$ cat src/rtl/pipe_hazard_ctrl_pkg.sv
// Shared types and constants for the pipeline hazard controller.
// Holds the state encoding, the MDU latency defaults and the MDU counter width.
package pipe_hazard_ctrl_pkg;

   localparam int CNT_W           = 6;
   localparam int MULT_CYCLES_DEF = 4;
   localparam int DIV_CYCLES_DEF  = 32;

   typedef enum logic {
      IDLE     = 1'b0,
      MDU_BUSY = 1'b1
   } hz_state_t;

   typedef struct packed {
      logic pa_pc;
      logic pa_ifid;
      logic pa_idexmemwr;
      logic wash_ifid;
      logic wash_idex;
   } hz_ctl_t;

   localparam hz_ctl_t CTL_NONE    = '{1'b0, 1'b0, 1'b0, 1'b0, 1'b0};
   localparam hz_ctl_t CTL_FLUSH   = '{1'b0, 1'b0, 1'b0, 1'b1, 1'b1};
   localparam hz_ctl_t CTL_HOLD    = '{1'b1, 1'b1, 1'b1, 1'b0, 1'b0};
   localparam hz_ctl_t CTL_LOADUSE = '{1'b1, 1'b1, 1'b0, 1'b0, 1'b1};
   localparam hz_ctl_t CTL_BRANCH  = '{1'b0, 1'b0, 1'b0, 1'b1, 1'b0};

   // Counter preload for an MDU issue: the issue cycle itself is one of the latency cycles.
   function automatic logic [CNT_W-1:0] mdu_preload(input logic is_div,
                                                    input int   mult_cycles,
                                                    input int   div_cycles);
      int n;
      n = is_div ? div_cycles : mult_cycles;
      return (n > 0) ? CNT_W'(n - 1) : '0;
   endfunction

endpackage

$ cat src/rtl/pipe_hazard_ctrl_if.sv
// Pipeline-side bundle for the hazard controller: stage info in, hold/wash controls out.
interface pipe_hazard_ctrl_if;
   logic [4:0]  id_rs_addr;
   logic [4:0]  id_rt_addr;
   logic        id_rs_used;
   logic        id_rt_used;
   logic        id_branch_taken;
   logic        ex_regwr;
   logic        ex_memtoreg;
   logic [4:0]  ex_regdst_addr;
   logic        mdu_start;
   logic        mdu_is_div;
   logic        dmem_wait;
   logic        exc_flush;
   logic        pa_pc;
   logic        pa_ifid;
   logic        pa_idexmemwr;
   logic        wash_ifid;
   logic        wash_idex;
   logic        mdu_busy;
   logic [31:0] stall_cnt;

   modport master (
      output id_rs_addr, id_rt_addr, id_rs_used, id_rt_used, id_branch_taken,
             ex_regwr, ex_memtoreg, ex_regdst_addr, mdu_start, mdu_is_div,
             dmem_wait, exc_flush,
      input  pa_pc, pa_ifid, pa_idexmemwr, wash_ifid, wash_idex, mdu_busy, stall_cnt
   );

   modport slave (
      input  id_rs_addr, id_rt_addr, id_rs_used, id_rt_used, id_branch_taken,
             ex_regwr, ex_memtoreg, ex_regdst_addr, mdu_start, mdu_is_div,
             dmem_wait, exc_flush,
      output pa_pc, pa_ifid, pa_idexmemwr, wash_ifid, wash_idex, mdu_busy, stall_cnt
   );
endinterface

$ cat src/rtl/pipe_hazard_ctrl_load_use_detect.sv
// Load-use compare: a load in EX feeding a register the ID instruction actually reads.
module load_use_detect (
   input  logic       ex_memtoreg,
   input  logic       ex_regwr,
   input  logic [4:0] ex_regdst_addr,
   input  logic [4:0] id_rs_addr,
   input  logic [4:0] id_rt_addr,
   input  logic       id_rs_used,
   input  logic       id_rt_used,
   output logic       load_use
);
   logic rs_hit;
   logic rt_hit;

   assign rs_hit = id_rs_used && (id_rs_addr == ex_regdst_addr);
   assign rt_hit = id_rt_used && (id_rt_addr == ex_regdst_addr);

   // r0 is hardwired to zero, so a load targeting it never creates a dependency.
   assign load_use = ex_memtoreg && ex_regwr && (ex_regdst_addr != 5'd0) && (rs_hit || rt_hit);
endmodule

$ cat src/rtl/pipe_hazard_ctrl.sv
// Pipeline hazard controller: prioritised hold/wash generation, MDU wait FSM and stall counter.
module pipe_hazard_ctrl
   import pipe_hazard_ctrl_pkg::*;
#(
   parameter int MULT_CYCLES = MULT_CYCLES_DEF,
   parameter int DIV_CYCLES  = DIV_CYCLES_DEF
) (
   input  logic              clk,
   input  logic              reset,
   pipe_hazard_ctrl_if.slave hz
);
   hz_state_t        state;
   logic [CNT_W-1:0] mdu_cnt;
   logic [CNT_W-1:0] mdu_load;
   logic [31:0]      stall_cnt;
   logic             load_use;
   logic             mdu_issue;
   hz_ctl_t          ctl;

   load_use_detect u_load_use_detect (
      .ex_memtoreg    (hz.ex_memtoreg),
      .ex_regwr       (hz.ex_regwr),
      .ex_regdst_addr (hz.ex_regdst_addr),
      .id_rs_addr     (hz.id_rs_addr),
      .id_rt_addr     (hz.id_rt_addr),
      .id_rs_used     (hz.id_rs_used),
      .id_rt_used     (hz.id_rt_used),
      .load_use       (load_use)
   );

   assign mdu_load = mdu_preload(hz.mdu_is_div, MULT_CYCLES, DIV_CYCLES);

   // Branch sits below load-use, so a coincident branch is dropped and re-resolved next cycle.
   always_comb begin
      ctl       = CTL_NONE;
      mdu_issue = 1'b0;
      if (!reset)                  ctl = CTL_FLUSH;
      else if (hz.exc_flush)       ctl = CTL_FLUSH;
      else if (hz.dmem_wait)       ctl = CTL_HOLD;
      else if (state == MDU_BUSY)  ctl = CTL_HOLD;
      else if (hz.mdu_start) begin
         ctl       = CTL_HOLD;
         mdu_issue = 1'b1;
      end
      else if (load_use)           ctl = CTL_LOADUSE;
      else if (hz.id_branch_taken) ctl = CTL_BRANCH;
   end

   assign hz.pa_pc        = ctl.pa_pc;
   assign hz.pa_ifid      = ctl.pa_ifid;
   assign hz.pa_idexmemwr = ctl.pa_idexmemwr;
   assign hz.wash_ifid    = ctl.wash_ifid;
   assign hz.wash_idex    = ctl.wash_idex;
   assign hz.mdu_busy     = reset && !hz.exc_flush && (state == MDU_BUSY);
   assign hz.stall_cnt    = stall_cnt;

   always_ff @(posedge clk) begin
      if (!reset) begin
         state     <= IDLE;
         mdu_cnt   <= '0;
         stall_cnt <= '0;
      end else begin
         if (ctl.pa_pc && (stall_cnt != 32'hFFFF_FFFF))
            stall_cnt <= stall_cnt + 32'd1;

         if (hz.exc_flush) begin
            state   <= IDLE;
            mdu_cnt <= '0;
         end else if (!hz.dmem_wait) begin
            case (state)
               MDU_BUSY: begin
                  mdu_cnt <= mdu_cnt - 1'b1;
                  if (mdu_cnt == CNT_W'(1))
                     state <= IDLE;
               end
               default: begin
                  // A one-cycle latency is covered entirely by the issue cycle.
                  if (mdu_issue && (mdu_load != '0)) begin
                     state   <= MDU_BUSY;
                     mdu_cnt <= mdu_load;
                  end
               end
            endcase
         end
      end
   end
endmodule
$ cat src/flat_wrapper.sv
// flat-port wrapper written by rule: the top's interface ports become plain ports
module pipe_hazard_ctrl_flat import pipe_hazard_ctrl_pkg::*;
#(
   parameter int MULT_CYCLES = MULT_CYCLES_DEF,
   parameter int DIV_CYCLES  = DIV_CYCLES_DEF
)
  (clk, reset, hz_id_rs_addr, hz_id_rt_addr, hz_id_rs_used, hz_id_rt_used, hz_id_branch_taken, hz_ex_regwr, hz_ex_memtoreg, hz_ex_regdst_addr, hz_mdu_start, hz_mdu_is_div, hz_dmem_wait, hz_exc_flush, hz_pa_pc, hz_pa_ifid, hz_pa_idexmemwr, hz_wash_ifid, hz_wash_idex, hz_mdu_busy, hz_stall_cnt);
  pipe_hazard_ctrl_if hz_i ();
  input  logic clk;
  input  logic reset;
  input wire logic [$bits(hz_i.id_rs_addr)-1:0] hz_id_rs_addr;
  input wire logic [$bits(hz_i.id_rt_addr)-1:0] hz_id_rt_addr;
  input wire logic [$bits(hz_i.id_rs_used)-1:0] hz_id_rs_used;
  input wire logic [$bits(hz_i.id_rt_used)-1:0] hz_id_rt_used;
  input wire logic [$bits(hz_i.id_branch_taken)-1:0] hz_id_branch_taken;
  input wire logic [$bits(hz_i.ex_regwr)-1:0] hz_ex_regwr;
  input wire logic [$bits(hz_i.ex_memtoreg)-1:0] hz_ex_memtoreg;
  input wire logic [$bits(hz_i.ex_regdst_addr)-1:0] hz_ex_regdst_addr;
  input wire logic [$bits(hz_i.mdu_start)-1:0] hz_mdu_start;
  input wire logic [$bits(hz_i.mdu_is_div)-1:0] hz_mdu_is_div;
  input wire logic [$bits(hz_i.dmem_wait)-1:0] hz_dmem_wait;
  input wire logic [$bits(hz_i.exc_flush)-1:0] hz_exc_flush;
  output wire logic [$bits(hz_i.pa_pc)-1:0] hz_pa_pc;
  output wire logic [$bits(hz_i.pa_ifid)-1:0] hz_pa_ifid;
  output wire logic [$bits(hz_i.pa_idexmemwr)-1:0] hz_pa_idexmemwr;
  output wire logic [$bits(hz_i.wash_ifid)-1:0] hz_wash_ifid;
  output wire logic [$bits(hz_i.wash_idex)-1:0] hz_wash_idex;
  output wire logic [$bits(hz_i.mdu_busy)-1:0] hz_mdu_busy;
  output wire logic [$bits(hz_i.stall_cnt)-1:0] hz_stall_cnt;
  assign hz_i.id_rs_addr = hz_id_rs_addr;
  assign hz_i.id_rt_addr = hz_id_rt_addr;
  assign hz_i.id_rs_used = hz_id_rs_used;
  assign hz_i.id_rt_used = hz_id_rt_used;
  assign hz_i.id_branch_taken = hz_id_branch_taken;
  assign hz_i.ex_regwr = hz_ex_regwr;
  assign hz_i.ex_memtoreg = hz_ex_memtoreg;
  assign hz_i.ex_regdst_addr = hz_ex_regdst_addr;
  assign hz_i.mdu_start = hz_mdu_start;
  assign hz_i.mdu_is_div = hz_mdu_is_div;
  assign hz_i.dmem_wait = hz_dmem_wait;
  assign hz_i.exc_flush = hz_exc_flush;
  assign hz_pa_pc = hz_i.pa_pc;
  assign hz_pa_ifid = hz_i.pa_ifid;
  assign hz_pa_idexmemwr = hz_i.pa_idexmemwr;
  assign hz_wash_ifid = hz_i.wash_ifid;
  assign hz_wash_idex = hz_i.wash_idex;
  assign hz_mdu_busy = hz_i.mdu_busy;
  assign hz_stall_cnt = hz_i.stall_cnt;
  pipe_hazard_ctrl #(.MULT_CYCLES(MULT_CYCLES), .DIV_CYCLES(DIV_CYCLES)) u_core (.clk(clk), .reset(reset), .hz(hz_i));
endmodule
$ cat config.mk
export PLATFORM = sky130hd
export DESIGN_NAME = pipe_hazard_ctrl_flat
export DESIGN_NICKNAME = d
export VERILOG_FILES = /design/src/rtl/pipe_hazard_ctrl_pkg.sv /design/src/rtl/pipe_hazard_ctrl_if.sv /design/src/rtl/pipe_hazard_ctrl_load_use_detect.sv /design/src/rtl/pipe_hazard_ctrl.sv /design/src/flat_wrapper.sv
export SDC_FILE = /design/constraint.sdc
export NUM_CORES = 1
export LEC_CHECK = 0
export ABC_AREA = 1
export BUFFER_PORTS_ARGS = -buffer_cell sky130_fd_sc_hd__buf_2
export CAP_MARGIN = 15
export CORE_MARGIN = 4
export CORE_UTILIZATION = 58
export DETAILED_ROUTE_END_ITERATION = 7
export PLACE_DENSITY = 0.91
export SYNTH_ARGS = -nofsm -noshare
export SYNTH_HDL_FRONTEND = slang
export SYNTH_SLANG_ARGS = --single-unit
$ cat constraint.sdc
create_clock -name clk -period 5.6 [get_ports clk]
set_clock_uncertainty 0.1 [all_clocks]
set_input_delay 0.28 -clock clk [delete_from_list [all_inputs] [get_ports clk]]
set_output_delay 0.28 -clock clk [all_outputs]
set_load 0.005 [all_outputs]
* After elaboration in Yosys (flattened, before gate mapping)
Cells that the tools add are included.
Widths: inputs -> output; s select.
** Word-level totals
- Bits in registers :: 39
- Input port bits :: 26
- Output and inout bits :: 38
- Logic and storage cells :: 48
** Operators by class
- $add $sub $neg :: 3
- $lt $le $gt $ge :: 1
- Equal/unequal tests :: 4
- Multiplexer cells :: 19
- Bitwise operators :: 2
- Reductions and logical operators :: 16
** Operators with widths (number)
- $add 32x1->32 const B :: 1
- $gt 32x1->1 const B :: 1
- $ne 32x32->1 const B :: 1
- $mux 5 :: 6
- $mux 6 :: 4
- $eq 5x5->1 :: 2
- $logic_and 1x1->1 :: 9
- $mux 1 :: 8
- $eq 6x1->1 const B :: 1
- $reduce_bool 6->1 :: 1
- $sub 6x1->6 const B :: 1
- $sub 6x2->6 const B :: 1
- $reduce_bool 5->1 :: 1
- $mux 2 :: 1
- $not 1->1 :: 2
- $reduce_and 2->1 :: 1
- $reduce_bool 2->1 :: 1
- $reduce_or 2->1 :: 1
- $logic_not 1->1 :: 1
- $logic_or 1x1->1 :: 1

* Logic depth before layout (Yosys ltp)
- Depth in word-level cells :: 11
- Mapped depth :: 12
- Depth with buffers taken out :: 11

* Hierarchy
Synthesis repeated with hierarchy kept, for this count alone.
** Second synthesis, totals
- Cells, all modules :: 443
- Area, all modules :: 2721.4 um2
** Modules (own cells, without submodules)
- pipe_hazard_ctrl :: times used 1, cells an instance 387, area an instance 2501.1 um2, sequential area each 780.7 um2
- load_use_detect :: times used 1, cells an instance 56, area an instance 220.2 um2, sequential area each 0.0 um2

* Worst setup path after synthesis
No wires, ideal clock.
- Path type :: register -> register
- Start :: reg u_core.stall_cnt[0], in the netlist u_core.hz.stall_cnt[0]
- End :: reg u_core.stall_cnt[10], in the netlist u_core.hz.stall_cnt[10]
- Library setup time :: 132 ps
- Arrival time :: 1629 ps
- Required time :: 5368 ps
- Slack :: 3739 ps
- Stages on the path, launching flop included :: 10
- Path buffers :: 1
- Clock period less this slack :: 1861 ps
- Cells stage by stage :: dfxtp_1 ha_1 nand2_2 nor2_4 nand4_1 nor2_2 nand3_2 clkbuf_1 nand3_1 a21oi_1
** On the way
- Word-level cells in the longest chain between the ends :: 2
- Elaborated cells between the ends (all ways) :: 3
- Those cells by class :: add/sub (1); eq/ne (1); reduce/logical (1)
** Ends and longest elaborated chain
- from (decl) :: line pipe_hazard_ctrl.sv:15 : logic [31:0] stall_cnt;
- from (signal assigned) :: line pipe_hazard_ctrl.sv:64 : stall_cnt <= stall_cnt + 32'd1;
- branches (longest 2 deep; another with $add 32x1->32)
Parallel ways; which one is timed is not known.
A chain may end at the register's enable or synchronous reset.

* Worst setup path after layout
- Start :: reg u_core.stall_cnt[0], in the netlist u_core.hz.stall_cnt[0]
- End :: reg u_core.stall_cnt[28], in the netlist u_core.hz.stall_cnt[28]
Same word-level chain as after synthesis.

==> run_results.csv <==
group,metric,value,unit
pwr,power.density,196,nW/µm²
finish,nFillCells,401,
run,drv.max_cap_violation_count,0,
critical_path,ff2ff_setup_slack,2530,ps
route,first_iter_violations,301,
critical_path,cp-end-kind,"flip-flop",
pwr,swShare,23.0,%
grt,grt_max_degree,38,
grt,met2_usage,45.0,%
synthesis,avgSynthCellArea,5.97,µm²
pwr,total_power,617,µW
sta,min_period,3070,ps
pwr,p_leak,1.39,nW
synthesis,syn_inst,454,
critical_path,slowest_stage,"nand2_2",
grt,antenna_found_initial,0,
synthesis,synth_area,2710,µm²
synthesis,synth_top_area_share,28.8,%
clock_network,cts-hold-fix-buffers,0,
sta,setup_slack,2530,ps
clock_network,cts_resized,0,
grt,grt-busiest-layer,"met2",
synthesis,yosysSeqAreaShare,28.8,%
critical_path,worst_path_largest_cell_delay,740,ps
finish,most-common-layout-cells,"nand2_1, buf_2, nor2_1",
route,avgRoutedWirePerCell,13.3,µm
finish,design_area,3150,µm²
pwr,vdd_drop_max,0.182,mV
synthesis,synthTopCellsByArea,"dfxtp_1, nand2_1, nand3_1",
status,status,"completed",
floorplanning,pin_count,64,
clock_network,cts_buffer_depth,2,
grt,grt_use_total,26.1,%
critical_path,criticalPathCategory,"flip-flop to flip-flop",
placed_design,dp.final_hpwl,5500,µm
pwr,switching_power,142,µW
clock_network,cts_buffers,5,
floorplanning,die_area,5830,µm²
critical_path,start_kind,"flip-flop",
finish,drive_gt1_share,15.8,%
grt,use_met3,4.26,%
critical_path,crit_fanout,32,
route,vias_per_cell,5.55,
placed_design,io_buffers,63,
synthesis,yosys_warnings,0,
route,wl,7500,µm
sta,relSlewSlack,29.8,%
clock_network,cts_sinks,39,
route,drtPass1Iterations,7,
finish,nets,540,
sta,worst_pin_slew,1050,ps
floorplanning,die_w,76.4,µm
pwr,clkPwrFrac,46.1,%
min_path,hold_path.class,"input pin to flip-flop",
critical_path,crit_chain,"ha_1 -> nand2_2 -> nor2_4 -> nand4_1 -> nor2_2 -> nand3_2 -> nand2_2 -> nand2_1 -> a21oi_1",
sta,rsz0062_at_grt,"no",
placed_design,gp_congestion,1.03,
critical_path,path_buf_inv,0,
grt,grt_pass1_wl,12700,µm
critical_path,worst_ep_arrival_time,3190,ps
clock_network,postCtsSetupRepairBufs,0,
finish,final_core_utilization,70.9,%
clock_network,htreeDepth,2,
floorplanning,core_area,4440,µm²
synthesis,netlist-cell-type-count,27,
sta,whs,107,ps
sta,finalSetupViolations,0,
pwr,p_comb_share,8.3,%
grt,grt_pass1_vias,2851,
placed_design,place_ws,2430,ps
floorplanning,fp-row-count,24,
sta,fin_setup_tns,0,ps
synthesis,synth_area_leader_cell,"dfxtp_1",
floorplanning,dieHeight,76.4,µm
grt,met1_usage,32.5,%
finish,final_common_cell,"nand2_1",
critical_path,worstPathRequired,5720,ps
sta,max_freq,0.326,GHz
grt,grt_overflow,0,
sta,drv_slew,0,
clock_network,cts.clk_slew.worst_paths,80,ps
floorplanning,start_util,61.0,%
placed_design,dp.cells,556,
route,drcViolationCount,0,
finish,diodes,0,
critical_path,crit_family,"simple AND/OR/NAND/NOR gates",
finish,stdcell_count,564,
route,via_count,3133,
finish,synthToLayoutAreaGrowth,16.2,%
clock_network,clockRootBuffer,"clkbuf_8",
placed_design,dpl_cell_area,3010,µm²
route,drtAntennaViolNets,0,
sta,fin_crit_sh,54.8,%
synthesis,ys_ff_latch,39,
clock_network,clkLatencyLatePin,300,ps
pwr,intPower,475,µW
clock_network,tritoncts,"yes",
sta,finalHoldViolCount,0,
synthesis,syn_nets,483,
pwr,seqPwrFrac,45.6,%
critical_path,critPathMostFrequentCell,"nand2_2",
worst register-to-register path, stage by stage, from the launching register on:
cell     delay, ps
dfxtp_1        450
ha_1           300
nand2_2        130
nor2_4         170
nand4_1        110
nor2_2         130
nand3_2        520
nand2_2        750
nand2_1        150
a21oi_1        170
cell type report:
type                    instances  area [µm²]  area share [%]
multi-input cells             354        1670            53.1
clock inverters                 3        67.6            2.15
clock buffers                   5        68.8            2.19
flip-flops and latches         39         781            24.8
well taps                      52        65.1            2.07
repair buffers                 63         315            10.0
inverters                      48         180            5.72
cells by family after synthesis:
group | share of synthesized area [%]
AND/OR/NAND/NOR | 44.6
buffers and inverters | 9.55
AO/OA/AOI/OAI | 8.91
flip-flops | 28.8
XOR/XNOR | 6.78
adder cells (fa/ha/maj) | 1.38
layer usage:
| layer | wire (µm) | up-vias |
|---|---|---|
| met5 | 0 | - |
| met1 | 3210 | 1416 |
| met2 | 3640 | 132 |
| li1 | - | 1561 |
| met3 | 479 | 24 |
| met4 | 168 | 0 |
final timing paths:
| path | from | cells past startpoint | end |
|---|---|---|---|
| worst max-delay path | u_core.hz.stall_cnt[0] | 9 | u_core.hz.stall_cnt[28] |
| worst min-delay path | reset | 3 | u_core.hz.stall_cnt[24] |
| worst min register to register | u_core.mdu_cnt[5] | 1 | u_core.mdu_cnt[5] |
| worst max register to register | u_core.hz.stall_cnt[0] | 9 | u_core.hz.stall_cnt[28] |
synthesized netlist by cell type:
cell type and count:
o31ai_1 1, buf_6 3, ha_1 3, inv_2 2, buf_2 3, nand3_1 52
nor2_4 2, xor2_1 16, nand4_1 5, nand2_2 3, buf_4 1, nand3_2 1
nor3_1 11, o211ai_1 1, dfxtp_1 39, nand3b_1 4, nor3_2 1, clkbuf_1 6
o21ai_0 7, nand2_1 145, nor4_1 1, nor2_2 1, xnor2_1 5, nor2_1 57
a31oi_1 1, a21oi_1 37, inv_1 46
power groups by stage:
stage	combinational (mW)	clock, mW	sequential (mW)
after detailed placement	0.0509	0	0.287
final	0.0513	0.284	0.281
after floorplan	0.0341	0	0.287
after global routing	0.0589	0.298	0.281
after global placement	0.0491	0	0.287
after CTS	0.0510	0.286	0.281
state kept, by name, summed over array words and instances, names as in the netlist:
signal / flops
u_core.hz.stall_cnt: 32
u_core.mdu_cnt: 6
u_core.state: 1
No activity file was read; power rests on OpenSTA's default activity.
